--- src/rtl/alarm_scheduler.sv ---
// rtl/alarm_scheduler.sv - HH:MM alarm store, digit editor and ring/snooze sequencer
// Optional feature macro: ALARM_SNOOZE_EN (SNOOZE state, snooze counter, snooze input)
module alarm_scheduler #(
  parameter int RING_SECONDS   = 60,
  parameter int SNOOZE_SECONDS = 540
) (
  input  logic       clk,
  input  logic       reset,
  input  logic       tick,
  input  logic [3:0] secU,
  input  logic [3:0] secT,
  input  logic [3:0] minU,
  input  logic [3:0] minT,
  input  logic [3:0] hrU,
  input  logic [3:0] hrT,
  input  logic       alarm_en,
  input  logic       set_alarm,
  input  logic       switch_select,
  input  logic       increment,
  input  logic       snooze,
  input  logic       dismiss,
  output logic [3:0] alarm_minU,
  output logic [3:0] alarm_minT,
  output logic [3:0] alarm_hrU,
  output logic [3:0] alarm_hrT,
  output logic [3:0] sel,
  output logic       editing,
  output logic       ring,
  output logic       snoozing
);

  localparam int RCW = $clog2(RING_SECONDS + 1);

  typedef enum logic [1:0] {MONITOR, SET, RINGING, SNOOZE} state_e;

  state_e         state_q;
  logic [3:0]     min_u_q, min_t_q, hr_u_q, hr_t_q, sel_q;
  logic [3:0]     min_u_d, min_t_d, hr_u_d, hr_t_d;
  logic           match_d, match_q, trigger;
  logic [RCW-1:0] ring_cnt_q, ring_cnt_d;

  // Seconds must be :00 so the alarm only fires at the top of the minute
  assign match_d = (hrT == hr_t_q) && (hrU == hr_u_q) && (minT == min_t_q) &&
                   (minU == min_u_q) && (secT == 4'd0) && (secU == 4'd0);
  // Rising edge only: a dismissed alarm stays quiet for the rest of the matching second
  assign trigger = alarm_en & match_d & ~match_q;
  assign ring_cnt_d = (ring_cnt_q == RCW'(RING_SECONDS)) ? ring_cnt_q : ring_cnt_q + RCW'(1);

`ifdef ALARM_SNOOZE_EN
  localparam int SCW = $clog2(SNOOZE_SECONDS + 1);
  logic [SCW-1:0] snz_cnt_q, snz_cnt_d;
  assign snz_cnt_d = (snz_cnt_q == SCW'(SNOOZE_SECONDS)) ? snz_cnt_q : snz_cnt_q + SCW'(1);
  assign snoozing  = (state_q == SNOOZE);
`else
  logic unused_snooze;
  assign unused_snooze = snooze;
  assign snoozing      = 1'b0;
`endif

  assign alarm_minU = min_u_q;
  assign alarm_minT = min_t_q;
  assign alarm_hrU  = hr_u_q;
  assign alarm_hrT  = hr_t_q;
  assign sel        = sel_q;
  assign editing    = (state_q == SET);
  assign ring       = (state_q == RINGING);

  // Incremented value of the selected digit; hours are kept within 00..23
  always_comb begin
    min_u_d = min_u_q;
    min_t_d = min_t_q;
    hr_u_d  = hr_u_q;
    hr_t_d  = hr_t_q;
    if (sel_q[0]) min_u_d = (min_u_q >= 4'd9) ? 4'd0 : min_u_q + 4'd1;
    if (sel_q[1]) min_t_d = (min_t_q >= 4'd5) ? 4'd0 : min_t_q + 4'd1;
    if (sel_q[2]) begin
      if (hr_t_q == 4'd2) hr_u_d = (hr_u_q >= 4'd3) ? 4'd0 : hr_u_q + 4'd1;
      else                hr_u_d = (hr_u_q >= 4'd9) ? 4'd0 : hr_u_q + 4'd1;
    end
    if (sel_q[3]) begin
      hr_t_d = (hr_t_q >= 4'd2) ? 4'd0 : hr_t_q + 4'd1;
      if (hr_t_d == 4'd2 && hr_u_q > 4'd3) hr_u_d = 4'd0;
    end
  end

  // Mode sequencer with alarm digit store, edit cursor and ring/snooze counters
  always_ff @(posedge clk) begin
    if (reset) begin
      state_q    <= MONITOR;
      min_u_q    <= 4'd0;
      min_t_q    <= 4'd0;
      hr_u_q     <= 4'd0;
      hr_t_q     <= 4'd0;
      sel_q      <= 4'd0;
      match_q    <= 1'b0;
      ring_cnt_q <= '0;
`ifdef ALARM_SNOOZE_EN
      snz_cnt_q  <= '0;
`endif
    end else begin
      match_q <= match_d;
      case (state_q)
        MONITOR: begin
          if (set_alarm) begin
            state_q <= SET;
            sel_q   <= 4'b0001;
          end else if (trigger) begin
            state_q    <= RINGING;
            ring_cnt_q <= '0;
          end
        end
        SET: begin
          if (!set_alarm) begin
            state_q <= MONITOR;
            sel_q   <= 4'd0;
            // Leaving edit on the current minute must not fire right away
            match_q <= 1'b1;
          end else begin
            if (increment) begin
              min_u_q <= min_u_d;
              min_t_q <= min_t_d;
              hr_u_q  <= hr_u_d;
              hr_t_q  <= hr_t_d;
            end
            if (switch_select) sel_q <= {sel_q[2:0], sel_q[3]};
          end
        end
        RINGING: begin
          if (!alarm_en || dismiss) begin
            state_q <= MONITOR;
`ifdef ALARM_SNOOZE_EN
          end else if (snooze) begin
            state_q   <= SNOOZE;
            snz_cnt_q <= '0;
`endif
          end else if (tick) begin
            ring_cnt_q <= ring_cnt_d;
            if (ring_cnt_d == RCW'(RING_SECONDS)) state_q <= MONITOR;
          end
        end
`ifdef ALARM_SNOOZE_EN
        SNOOZE: begin
          if (!alarm_en || dismiss) begin
            state_q <= MONITOR;
          end else if (tick) begin
            snz_cnt_q <= snz_cnt_d;
            if (snz_cnt_d == SCW'(SNOOZE_SECONDS)) begin
              state_q    <= RINGING;
              ring_cnt_q <= '0;
            end
          end
        end
`endif
        default: state_q <= MONITOR;
      endcase
    end
  end

endmodule

--- config.mk ---
export PLATFORM = sky130hd
export DESIGN_NAME = alarm_scheduler
export DESIGN_NICKNAME = d
export VERILOG_FILES = /design/src/rtl/alarm_scheduler.sv
export SDC_FILE = /design/constraint.sdc
export NUM_CORES = 1
export LEC_CHECK = 0
export CAP_MARGIN = 20
export CORE_UTILIZATION = 45
export CTS_CLUSTER_DIAMETER = 200
export DETAILED_ROUTE_END_ITERATION = 8
export PLACE_DENSITY = 0.75
export REMOVE_ABC_BUFFERS = 1
export SLEW_MARGIN = 10
export SYNTH_ARGS = -nofsm -noshare
export SYNTH_HDL_FRONTEND = slang
export SYNTH_SLANG_ARGS = --single-unit
--- constraint.sdc ---
create_clock -name clk -period 2.7 [get_ports clk]
set_clock_uncertainty 0.2 [all_clocks]
set_input_delay 0.405 -clock clk [delete_from_list [all_inputs] [get_ports clk]]
set_output_delay 0.405 -clock clk [all_outputs]
set_load 0.005 [all_outputs]
* Word level (Yosys, flattened, before mapping) *
Cells that the tools add are included.

operators by class
  reductions and logical operators = 20
  $lt $le $gt $ge = 6
  shifts and indexed selects = 0
  add/sub/neg operators = 5
  $mul = 0
  equal/unequal tests = 20
  mux-type cells = 28
  div/mod/pow operators = 0
  bitwise operators = 3

operators with widths
  cell                 count
  $mux 4               12
  $mux 6               5
  $add 4x1->4 const B  4
  $eq 4x4->1           4
  $reduce_and 4->1     4
  $eq 6x6->1 const B   2
  $mux 2               6
  $ne 2x2->1 const B   6
  $pmux 6 s2           1
  $eq 4x2->1 const B   2
  $ge 4x2->1 const B   2
  $ge 4x4->1 const B   2
  $logic_not 4->1      2
  $pmux 4 s2           1
  $add 6x1->6 const B  1
  $logic_and 1x1->1    6
  $ne 3x3->1 const B   2
  $pmux 2 s3           1
  $reduce_and 3->1     2
  $reduce_and 5->1     1
  $ge 4x3->1 const B   1
  $gt 4x2->1 const B   1
  $reduce_bool 2->1    2
  $ne 3x1->1 const B   1
  other kinds (9)      11

word-level totals
  latch bits = 0
  memories kept = 0
  ROM bits = 0
  bits of input ports = 33
  bits in registers = 29
  memory bits (writable) = 0

* Longest topological paths before layout *
  depth in word-level cells = 11
  mapped depth = 8
  mapped depth without buffers = 8

* Worst setup path before layout *
OpenSTA, ideal clock, no wires.

  kind = input to register
  from = input port secT[1]
  to = register ring_cnt_q[4]
  slack = 610 ps
  arrival time = 1769 ps
  required time = 2379 ps
  cell stages on the path = 6
  path buffers = 0
  library setup time = 121 ps
  path through = nor4_4 > o221ai_2 > nor4_4 > a311oi_4 > nor2_4 > mux2_4

between the ends
  cells in the longest elaborated chain, start to end = 7

ends and longest elaborated chain
  element                          RTL line  text
  start: declaration               11        input logic [3:0] secT,
  $logic_not 4->1                  44        (minU == min_u_q) && (secT == 4'd0) && (secU == 4'd0);
  $logic_and 1x1->1 (2 in series)  44
  $and 1x1->1 (2 in series)        46        assign trigger = alarm_en & match_d & ~match_q;
  $ne 2x2->1 (no line)             --
  $reduce_and 5->1 (no line)       --
  end signal: assignment           137       ring_cnt_q <= ring_cnt_d;
  end: declaration                 40        logic [RCW-1:0] ring_cnt_q, ring_cnt_d;

Every way passes these cells.
A chain may end at the register's enable or synchronous reset.

* Final worst setup path *
  from = register state_q[1]
  to = output port editing

between the ends
  cells in the longest elaborated chain, start to end = 1

ends and longest elaborated chain
  element                   RTL line  text
  start: declaration        36        state_e state_q;
  start signal: assignment  89        state_q <= MONITOR;
  start signal: assignment  105       state_q <= SET;
  start signal: assignment  108       state_q <= RINGING;
  $eq 2x1->1                65        assign editing = (state_q == SET);
  end: declaration          27        output logic editing,

Every way passes these cells.

==> flow_summary.ini <==
[run_status]
status = finished, final reports clean

[global_route]
grt.busiest_layer = met2
gr-total-overflow = 0
antenna_found_initial = 0
first_global_vias = 1743
met3_usage_pct = 6.00
grt_util_met1_pct = 27.8
grt_pass1_wl_mm = 7.71
use_met2_pct = 36.6
grt_max_degree = 15
track_usage_pct = 22.8

[timing]
hold_violations = 0
max_freq_ghz = 0.431
rsz0062_at_grt = no
setup_violations = 0
period_minus_slack_ps = 2320
worst_pin_slew_ps = 564
fin_crit_sh_pct = 86.0
tns_ps = 0
slew_violations = 0
slew_headroom_pct = 62.0

[pwr]
pwr-share-clk_pct = 41.5
finalPower_uw = 968
pwr-share-comb_pct = 13.0
p_int_uw = 737
p_seq_share_pct = 45.5
p_leak_nw = 0.967
switching_share_pct = 23.9
switching_power_uw = 231
vdd_drop_max_mv = 0.297
cellPowerDensity_mw_per_mm2 = 366

[cts]
clockRootBuffer = clkbuf_8
clock_latency_ps = 280
cts_resized = 0
clkTransAtPathRegs_ps = 70
htree_levels = 2
cts.sinks = 29
clockBufferDepth = 2
cts_hold_buf = 0
cts_setup_buffers = 0
numCtsBuffers = 5
tritoncts = yes

[logic_synthesis]
syn_area_mm2 = 0.00196
synthFlopType = dfxtp_1
synth-simple-area-share_pct = 30.1
synth-edff-count = 0
synthAdderAreaFrac_pct = 8.29
synth-seq-area-share_pct = 29.6
ys_types = 51
synth-xor-area-share_pct = 8.48
muxShareOfSynthArea_pct = 2.30
synth_top_family_by_area = simple AND/OR/NAND/NOR gates
yosys_warnings = 0
synthArstFlopShare_pct = 0
ys_seq_elements = 29
synth-compound-area-share_pct = 15.7
syn_inst = 240
synth.avg_cell_area_um2 = 8.17

[cells_and_area]
layout.nets = 342
fin_area_mm2 = 0.00265
drive_above_1_share_pct = 8.75
finalNonFillerCells = 347
diodes = 0
area_growth_pct = 35.0
final_util_pct = 64.8

[critical_path]
cp.required_ps = 2100
critPathArrivalTime_ps = 1720
crit_path_max_fanout = 13
cp-end-kind = output pin
critPathLaunchType = flip-flop
crit_type = reg2out

[die]
fp.dieW_um = 68.0
dieArea_mm2 = 0.00463
row_count = 23
start_util_pct = 48.0
core_mm2 = 0.00409
boundaryPins = 56
chipHeight_um = 68.0

[place]
dp.cells = 339
post-dp-hpwl_mm = 3.55
port_buffers = 53
place_congestion = 0.800
placed_area_mm2 = 0.00255

[routing]
ant_nets = 0
via_count = 1879
wl_mm = 4.66
drc_errors = 0
via_per_inst = 5.41
wl_per_cell_um = 13.4
dr.first_iter.drc_count = 99
dr.pass1.iters = 4

[worst_hold_path]
hp-class = reg2reg

[run]
drv_cap = 0
==> through the flow <==
stage,hold slack (ps),setup slack [ps]
after floorplan,274,610
after global placement,288,96.2
after detailed placement,295,80.6
after CTS,304,375
after global routing,339,279
final,305,377
==> sequential cells by signal (all words and copies together) (netlist names) <==
signal and cells:
sel 4, alarm_minU 4, alarm_minT 4, state_q 2, ring_cnt_q 6, match_q 1
alarm_hrT 4, alarm_hrU 4
==> cells in the final DEF, fill, tap and decap left out, drive strengths merged, types with 3 or more instances in the layout <==
| master | count |
|---|---|
| o32ai | 3 |
| nor4 | 5 |
| nand4 | 8 |
| nor2 | 27 |
| a21oi | 16 |
| nand3 | 10 |
| nor2b | 3 |
| buf | 6 |
| or3 | 3 |
| dfxtp | 29 |
| clkbuf | 7 |
| xor2 | 6 |
| ha | 13 |
| clkdlybuf4s50 | 53 |
| a22oi | 4 |
| mux2i | 3 |
| inv | 14 |
| nand2 | 23 |
| nor3 | 10 |
| and3 | 4 |
| xnor2 | 13 |
| nand2b | 8 |
| o21bai | 3 |
| o21ai | 4 |
==> power groups by stage <==
stage               clock [mW]  combinational, mW  sequential (mW)
detailed placement           0              0.125            0.450
global route             0.428              0.136            0.441
floorplan                    0             0.0444            0.448
CTS                      0.406              0.126            0.441
finish                   0.402              0.126            0.441
global placement             0              0.123            0.450
==> cells by family after synthesis <==
logic type / after synthesis
mux: 4
flops: 29
other cells: 1
compound gates: 42
simple gates: 108
buf+inv: 24
fa+ha+maj: 13
xor+xnor: 19
==> synthesized netlist by cell type (4+ instances only) <==
| cell type | n | area (um^2) |
|---|---|---|
| xnor2_1 | 13 | 114 |
| nand2_1 | 23 | 86.3 |
| nand2b_1 | 8 | 50.1 |
| nand4_1 | 8 | 50.1 |
| o21ai_0 | 4 | 20.0 |
| a21oi_1 | 16 | 80.1 |
| clkbuf_1 | 4 | 15.0 |
| a22oi_1 | 4 | 30.0 |
| nand3_1 | 8 | 40.0 |
| and3_1 | 4 | 25.0 |
| dfxtp_1 | 29 | 581 |
| ha_1 | 13 | 163 |
| nor3_1 | 9 | 45.0 |
| nor2_1 | 26 | 97.6 |
| inv_1 | 14 | 52.6 |
| xor2_1 | 6 | 52.6 |
==> per-layer routing <==
layer  part of all wire [%]  vias up
li1                       -      954
met1                     45      861
met2                     47       55
met3                    5.3        9
met4                    1.9        0
met5                      0        -
==> final timing paths <==
| check | start | slack (ps) | cells after the start | to |
|---|---|---|---|---|
| worst max-delay path | state_q[1] | 380 | 3 | editing |
| worst min-delay path | alarm_hrT[2] | 310 | 2 | alarm_hrT[2] |
| worst max register to register | alarm_hrT[0] | 520 | 8 | alarm_hrU[1] |
| worst min register to register | alarm_hrT[2] | 310 | 2 | alarm_hrT[2] |
==> critical path: stages (launching register included) <==
cell and delay (ps):
dfxtp_1 580, and2b_1 250, buf_4 160, clkdlybuf4s50_1 440
==> final cells by class <==
class                           count  area [um^2]
Fill cell                         373         1440
Multi-Input combinational cell    187         1280
Clock inverter                      1         5.00
Tap cell                           50         62.6
Timing Repair Buffer               59          576
Sequential cell                    29          581
Clock buffer                        7         96.3
Inverter                           14         52.6
(Power assumes the default switching activity.)
